<file path="config.mk">
export PLATFORM = sky130hd
export DESIGN_NAME = summary_seq_emitter
export DESIGN_NICKNAME = d
export VERILOG_FILES = /design/src/rtl/summary_seq_emitter_pkg.sv /design/src/rtl/summary_seq_emitter_seq_fifo.sv /design/src/rtl/summary_seq_emitter.sv
export SDC_FILE = /design/constraint.sdc
export NUM_CORES = 1
export LEC_CHECK = 0
export ABC_AREA = 1
export CAP_MARGIN = 20
export CORE_ASPECT_RATIO = 0.7
export CORE_MARGIN = 2
export CORE_UTILIZATION = 49
export CTS_CLUSTER_SIZE = 14
export DETAILED_ROUTE_END_ITERATION = 10
export GPL_TIMING_DRIVEN = 0
export MAX_ROUTING_LAYER = met4
export PLACE_DENSITY = 0.69
export SLEW_MARGIN = 0
export SYNTH_ARGS = -nofsm -noshare
export SYNTH_HDL_FRONTEND = slang
export SYNTH_SLANG_ARGS = --single-unit
</file>
<file path="constraint.sdc">
create_clock -name clk -period 5.2 [get_ports clk]
set_input_delay 0.78 -clock clk [delete_from_list [all_inputs] [get_ports clk]]
set_output_delay 0.78 -clock clk [all_outputs]
set_load 0.01 [all_outputs]
</file>
<file path="src/rtl/summary_seq_emitter_pkg.sv">
// Shared widths and the sequence entry format carried from the summary pipeline to the sequence encoder.
// Pure declarations: no latency, no flow control.
package summary_seq_emitter_pkg;

  localparam int JOB_LEN_LOG2    = 12;
  localparam int JOB_LEN         = 1 << JOB_LEN_LOG2;
  localparam int SEQ_LL_BITS     = 16;
  localparam int SEQ_ML_BITS     = 16;
  localparam int SEQ_OFFSET_BITS = 16;
  localparam int SEQ_IDX_BITS    = 16;

  typedef struct packed {
    logic [SEQ_LL_BITS-1:0]     ll;
    logic [SEQ_ML_BITS-1:0]     ml;
    logic [SEQ_OFFSET_BITS-1:0] offset;
    logic                       delim;
    logic                       last;
    logic [SEQ_IDX_BITS-1:0]    idx;
  } seq_entry_t;

  // A summary carrying no literals, no match and no end-of-job produces no sequence.
  function automatic logic is_null_summary(input logic [SEQ_LL_BITS-1:0] ll,
                                           input logic [SEQ_ML_BITS-1:0] ml,
                                           input logic                   eoj);
    return (ll == '0) && (ml == '0) && !eoj;
  endfunction

endpackage

</file>
<file path="src/rtl/summary_seq_emitter_seq_fifo.sv">
// Synchronous first-word-fall-through FIFO; read data is the head entry, valid whenever not empty.
// Zero-latency read; caller gates push/pop, overfull pushes and empty pops are ignored.
module summary_seq_emitter_seq_fifo #(
  parameter int WIDTH = 8,
  parameter int DEPTH = 8
) (
  input  logic                       clk,
  input  logic                       rst,
  input  logic                       push_i,
  input  logic [WIDTH-1:0]           push_dat_i,
  input  logic                       pop_i,
  output logic [WIDTH-1:0]           pop_dat_o,
  output logic                       full_o,
  output logic                       empty_o,
  output logic [$clog2(DEPTH):0]     count_o
);

  localparam int AW = $clog2(DEPTH);
  localparam int CW = AW + 1;
  localparam logic [CW-1:0] FULL_CNT = CW'(DEPTH);

  logic [WIDTH-1:0] mem_q [DEPTH];
  logic [AW-1:0]    wr_ptr_q, wr_ptr_d;
  logic [AW-1:0]    rd_ptr_q, rd_ptr_d;
  logic [CW-1:0]    count_q, count_d;
  logic             push_ok, pop_ok;

  assign empty_o   = (count_q == '0);
  assign full_o    = (count_q == FULL_CNT);
  assign count_o   = count_q;
  assign pop_dat_o = mem_q[rd_ptr_q];

  assign pop_ok  = pop_i && !empty_o;
  // When full, a same-cycle pop frees the slot the write pointer already aims at.
  assign push_ok = push_i && (!full_o || pop_ok);

  always_comb begin
    wr_ptr_d = wr_ptr_q;
    rd_ptr_d = rd_ptr_q;
    count_d  = count_q;
    if (push_ok) wr_ptr_d = wr_ptr_q + 1'b1;
    if (pop_ok)  rd_ptr_d = rd_ptr_q + 1'b1;
    if (push_ok && !pop_ok)      count_d = count_q + 1'b1;
    else if (pop_ok && !push_ok) count_d = count_q - 1'b1;
  end

  always_ff @(posedge clk) begin
    if (rst) begin
      wr_ptr_q <= '0;
      rd_ptr_q <= '0;
      count_q  <= '0;
    end else begin
      wr_ptr_q <= wr_ptr_d;
      rd_ptr_q <= rd_ptr_d;
      count_q  <= count_d;
    end
  end

  always_ff @(posedge clk) begin
    if (push_ok) mem_q[wr_ptr_q] <= push_dat_i;
  end

endmodule

</file>
<file path="src/rtl/summary_seq_emitter.sv">
// Turns each summary_done into registered head feedback plus a queued sequence for the encoder.
// Head feedback 1 cycle after the strobe; FIFO is FWFT, upstream cannot stall so o_stall leads by INFLIGHT.
module summary_seq_emitter
  import summary_seq_emitter_pkg::*;
#(
  parameter int FIFO_DEPTH = 8,
  parameter int INFLIGHT   = 6
) (
  input  logic                       clk,
  input  logic                       rst,
  input  logic                       i_summary_done,
  input  logic [JOB_LEN_LOG2-1:0]    i_seq_head_ptr,
  input  logic [SEQ_LL_BITS-1:0]     i_summary_ll,
  input  logic [SEQ_ML_BITS-1:0]     i_summary_ml,
  input  logic [SEQ_OFFSET_BITS-1:0] i_summary_offset,
  input  logic                       i_summary_delim,
  input  logic                       i_summary_eoj,
  input  logic [SEQ_ML_BITS-1:0]     i_summary_overlap_len,
  input  logic                       i_move_to_next_job,
  input  logic [JOB_LEN_LOG2-1:0]    i_move_forward,
  output logic                       o_head_valid,
  output logic [JOB_LEN_LOG2-1:0]    o_next_head_ptr,
  output logic                       o_job_advance,
  output logic                       o_stall,
  output logic                       o_seq_valid,
  input  logic                       i_seq_ready,
  output logic [SEQ_LL_BITS-1:0]     o_seq_ll,
  output logic [SEQ_ML_BITS-1:0]     o_seq_ml,
  output logic [SEQ_OFFSET_BITS-1:0] o_seq_offset,
  output logic                       o_seq_last,
  output logic                       o_seq_delim,
  output logic [SEQ_IDX_BITS-1:0]    o_seq_idx,
  output logic                       o_overflow,
  output logic                       o_bad_overlap
);

  localparam int CW = $clog2(FIFO_DEPTH) + 1;
  localparam int EW = $bits(seq_entry_t);
  localparam logic [CW-1:0] STALL_AT = CW'(FIFO_DEPTH - INFLIGHT);

  seq_entry_t        push_ent;
  seq_entry_t        head_ent;
  logic [EW-1:0]     fifo_rd_dat;
  logic              fifo_full, fifo_empty;
  logic [CW-1:0]     fifo_count, count_d;
  logic              push_req, push_fire, pop_fire;

  logic [SEQ_IDX_BITS-1:0] idx_q, idx_d;
  logic                    head_vld_q, head_vld_d;
  logic [JOB_LEN_LOG2-1:0] head_ptr_q, head_ptr_d;
  logic                    job_adv_q, job_adv_d;
  logic                    stall_q, stall_d;
  logic                    overflow_q, overflow_d;
  logic                    bad_overlap_q, bad_overlap_d;

  // Job switching is signalled authoritatively by eoj; the scheduler's own flag is not needed here.
  logic unused_move_to_next_job;
  assign unused_move_to_next_job = i_move_to_next_job;

  always_comb begin
    push_ent        = '0;
    push_ent.ll     = i_summary_ll;
    push_ent.ml     = i_summary_ml;
    push_ent.offset = i_summary_offset;
    push_ent.delim  = i_summary_delim;
    push_ent.last   = i_summary_eoj;
    push_ent.idx    = idx_q;
  end

  assign push_req  = i_summary_done && !is_null_summary(i_summary_ll, i_summary_ml, i_summary_eoj);
  assign pop_fire  = i_seq_ready && !fifo_empty;
  assign push_fire = push_req && (!fifo_full || pop_fire);

  always_comb begin
    count_d = fifo_count;
    if (push_fire && !pop_fire)      count_d = fifo_count + 1'b1;
    else if (pop_fire && !push_fire) count_d = fifo_count - 1'b1;
  end

  summary_seq_emitter_seq_fifo #(
    .WIDTH (EW),
    .DEPTH (FIFO_DEPTH)
  ) u_seq_fifo (
    .clk        (clk),
    .rst        (rst),
    .push_i     (push_fire),
    .push_dat_i (push_ent),
    .pop_i      (pop_fire),
    .pop_dat_o  (fifo_rd_dat),
    .full_o     (fifo_full),
    .empty_o    (fifo_empty),
    .count_o    (fifo_count)
  );

  always_comb begin
    idx_d         = idx_q;
    head_vld_d    = i_summary_done;
    head_ptr_d    = '0;
    job_adv_d     = 1'b0;
    bad_overlap_d = bad_overlap_q;
    overflow_d    = overflow_q || (push_req && !push_fire);
    stall_d       = (count_d >= STALL_AT);

    // Only entries that actually land in the FIFO consume an index.
    if (push_fire) begin
      if (i_summary_eoj)          idx_d = '0;
      else if (idx_q != '1)       idx_d = idx_q + 1'b1;
    end

    if (i_summary_done) begin
      if (i_summary_eoj) begin
        job_adv_d = 1'b1;
        // JOB_LEN is a power of two, so any bit above the pointer width means overlap >= JOB_LEN.
        if (|i_summary_overlap_len[SEQ_ML_BITS-1:JOB_LEN_LOG2]) bad_overlap_d = 1'b1;
        else head_ptr_d = i_summary_overlap_len[JOB_LEN_LOG2-1:0];
      end else begin
        head_ptr_d = i_seq_head_ptr + i_move_forward;
      end
    end
  end

  always_ff @(posedge clk) begin
    if (rst) begin
      idx_q         <= '0;
      head_vld_q    <= 1'b0;
      head_ptr_q    <= '0;
      job_adv_q     <= 1'b0;
      stall_q       <= 1'b0;
      overflow_q    <= 1'b0;
      bad_overlap_q <= 1'b0;
    end else begin
      idx_q         <= idx_d;
      head_vld_q    <= head_vld_d;
      head_ptr_q    <= head_ptr_d;
      job_adv_q     <= job_adv_d;
      stall_q       <= stall_d;
      overflow_q    <= overflow_d;
      bad_overlap_q <= bad_overlap_d;
    end
  end

  // FIFO storage is not reset, so present zeros whenever there is no valid head.
  assign head_ent = fifo_empty ? '0 : seq_entry_t'(fifo_rd_dat);

  assign o_head_valid    = head_vld_q;
  assign o_next_head_ptr = head_ptr_q;
  assign o_job_advance   = job_adv_q;
  assign o_stall         = stall_q;
  assign o_overflow      = overflow_q;
  assign o_bad_overlap   = bad_overlap_q;
  assign o_seq_valid     = !fifo_empty;
  assign o_seq_ll        = head_ent.ll;
  assign o_seq_ml        = head_ent.ml;
  assign o_seq_offset    = head_ent.offset;
  assign o_seq_delim     = head_ent.delim;
  assign o_seq_last      = head_ent.last;
  assign o_seq_idx       = head_ent.idx;

endmodule
</file>
==> results.md <==
* Antenna violations before repair at 1
* Critical path launch point type: register
* CTS clk-pin slew, worst paths at 0.07 ns
* Share of post-route cells with drive strength above 1 at 7.80%
* Async SR Flop Fraction at 0%
* IO Port Bufs at 177
* Vias in the first global route at 15334
* # H-tree levels at 2
* Worst slew pin tran at 1.01 ns
* Fin worst setup slack at 0.841 ns
* Yosys warnings at 0
* IR drop worst, VDD at 0.000207 V
* Gate Count Post-Synth at 1941
* HPWL Detailed at 40000 µm
* # setup viols final at 0
* Root Driver: clkbuf_16
* Synth Register Bits at 574
* Width of the die at 265 µm
* Routability Congestion at 0.843
* Max_slew headroom at 32.9%
* Vias per cell at 5.73
* Ranking of synthesized cells by area: edfxtp_1, nor2_1, o21ai_0
* Crit Path Max Fanout at 10
* Setup bufs post-CTS at 0
* Number of synthesized flops with an enable pin at 528
* DRC errors left at 0
* Final ANT Viol Nets at 0
* Core Rows at 66
* Clock Tree Buf Depth at 3
* Clk sink count at 574
* CTS resizes at 0
* Worst slack, placed at 0.737 ns
* Clock latency on the worst-skew pair at 0.59 ns
* Area share of the largest cell type after synthesis at 68.0%
* Fin. Hold Viols at 0
* Largest net degree at the start of global routing at 29
* Worst min path class: reg -> reg
* WS Path Type: reg -> out
* Initial DRC count at 1760
* Outcome: completed
* Power per cell area at 479 mW/mm²
* Worst EP required at 4.42 ns
* Netlist Area Pre-Place at 0.0233 mm²
* DR pass1 iterations at 5
* Cell Area, Placed at 0.0263 mm²
* Pleak at 9.29 nW
* Slew Viols, Final at 0
* Initial Util at 49.9%
* Yosys top cell by area: edfxtp_1
* Crit. End Element: output port
* Synthesis-to-layout area growth at 20.0%
* # hold bufs at CTS at 0
* Post-route minimum period at 4.36 ns
* Final nets at 2304
* Via count at 16299
* Die area at 0.0494 mm²
* Post-synthesis sequential area ratio at 72.0%
* First-pass GRT wire length at 91500 µm
* Final period utilization at 83.8%
* Floorplan core area at 0.0467 mm²
* Dominant synthesized flop cell: edfxtp_1
* Die H at 187 µm
* Max frequency at 229 MHz
* Grt ovf at 0
* Top-Level Pins at 179
* Max cap viols at 0
* Synth Area per Inst at 12.0 µm²
* Post-synthesis cell type count at 42
* CTS tree: yes
* Fin area at 0.0280 mm²
* RSZ-0062 raised after global routing: no
* Total wire length at 60800 µm
* Dpl cells at 2748
* Gr usage total at 24.9%
* Wire length per cell at 21.4 µm
* Non-filler cells, final at 2844
* Synthesized net count at 2054
* Clk_skew at 0.0163 ns
* Arrival time at the worst endpoint at 3.58 ns
* CTS Buf Count at 53
logic make-up after synthesis:
| family | after synthesis | share of synthesized area, % |
|---|---|---|
| and+or+nand+nor | 640 | 11.0 |
| buffers and inverters | 155 | 2.87 |
| xor gates and xnor gates | 20 | 0.751 |
| DFF | 574 | 72.0 |
| AOI/OAI and AO/OA | 533 | 12.4 |
| adders and majority gates | 18 | 0.998 |
| muxes | 1 | 0.0429 |
registers in the layout, summed over array words and instances, names as in the netlist, named ones only:
| register | flops |
|---|---|
| u_seq_fifo.rd_ptr_q | 3 |
| o_stall | 1 |
| o_overflow | 1 |
| o_bad_overlap | 1 |
| u_seq_fifo.wr_ptr_q | 3 |
| u_seq_fifo.mem_q | 528 |
| o_head_valid | 1 |
| idx_q | 16 |
| o_next_head_ptr | 12 |
| u_seq_fifo.count_o | 4 |
| o_job_advance | 1 |
worst paths after layout:
check,start,to,slack (ns),depth (start not counted)
worst max-delay path,register,o_seq_idx[3],0.84,6
worst min register to register,u_seq_fifo.rd_ptr_q[2],u_seq_fifo.rd_ptr_q[2],0.47,2
worst min-delay path,u_seq_fifo.rd_ptr_q[2],u_seq_fifo.rd_ptr_q[2],0.47,2
worst max register to register,u_seq_fifo.count_o[0],u_seq_fifo.mem_q[6][54],2.18,10
cells in the final DEF (no fill, tap or decap), types with 6 or more instances in the layout:
cell             instances
clkinv_2                 8
nand2_2                 13
buf_4                   10
dfxtp_1                 46
xor2_1                  14
nand4_1                  7
clkbuf_1                84
edfxtp_1               528
clkdlybuf4s50_1        177
xnor2_1                  6
buf_2                   26
buf_12                  17
a21oi_1                 39
a31oi_1                 66
o22ai_1                 66
nor2_4                  10
o21ai_0                330
nor2_1                 467
a21oi_2                 10
nand2_1                102
clkinv_1                13
inv_1                   34
inv_2                    6
nand3_1                 25
ha_1                    17
o21ai_1                 18
clkbuf_16               54
metal layers:
layer  part of all wire, %  global-route usage, %  vias up
li1                      -                      -     7535
met1                    43                   35.0     7895
met2                    46                   37.8      768
met3                   8.8                   4.01      101
met4                   2.6                   7.41        0
met5                     0                      -        -
stage by stage:
step | util (%) | hold WS (ns) | TNS, ns | power [mW]
floorplan | - | 0.433 | 0 | 7.61
global placement | 55.3 | 0.452 | -1636.45 | 9.60
detailed placement | 56.2 | 0.456 | 0 | 9.67
CTS | 59.8 | 0.465 | 0 | 13.4
global route | 59.8 | 0.475 | 0 | 14.0
finish | 59.8 | 0.470 | 0 | 13.4
critical path, stage by stage (launching register included):
cell and delay [ns]:
dfxtp_1 0.38, inv_2 0.09, clkbuf_1 0.75, clkbuf_1 0.61, o21ai_0 0.24, a31oi_1 0.34, clkdlybuf4s50_1 0.60
power breakdown:
part	total [mW]	switching [mW]	leakage, nW	internal [mW]
registers	5.32	0.0831	5.16	5.24
clock network	3.80	1.65	0.829	2.15
logic	4.28	2.64	3.30	1.64
total	13.4	4.38	9.29	9.03
Yosys cell counts, types with 2 or more instances:
cell / instances
nand3b_1: 2
nand2_1: 102
nor3_1: 2
nand4_1: 7
nand2_2: 13
buf_2: 26
o21ai_0: 330
nor2_4: 2
xnor2_1: 6
or2_2: 2
o21ai_1: 18
a21oi_1: 39
nor2_2: 2
inv_2: 6
nor2_1: 475
clkbuf_1: 75
nand3_1: 25
a21oi_2: 10
a31oi_1: 66
ha_1: 17
buf_4: 10
edfxtp_1: 528
buf_1: 3
o22ai_1: 66
xor2_1: 14
inv_1: 34
dfxtp_1: 46
area by class of cell:
class,count,area (µm²)
clock inverters,28,243
fillers,3596,18800
inverters,40,150
plain buffers,115,518
multi-input cells,1212,5930
repair buffers,195,2150
diodes,1,2.50
well taps,612,766
flip-flops and latches,574,16800
clock buffers,67,1440
Power figures use the tool's default switching activity.
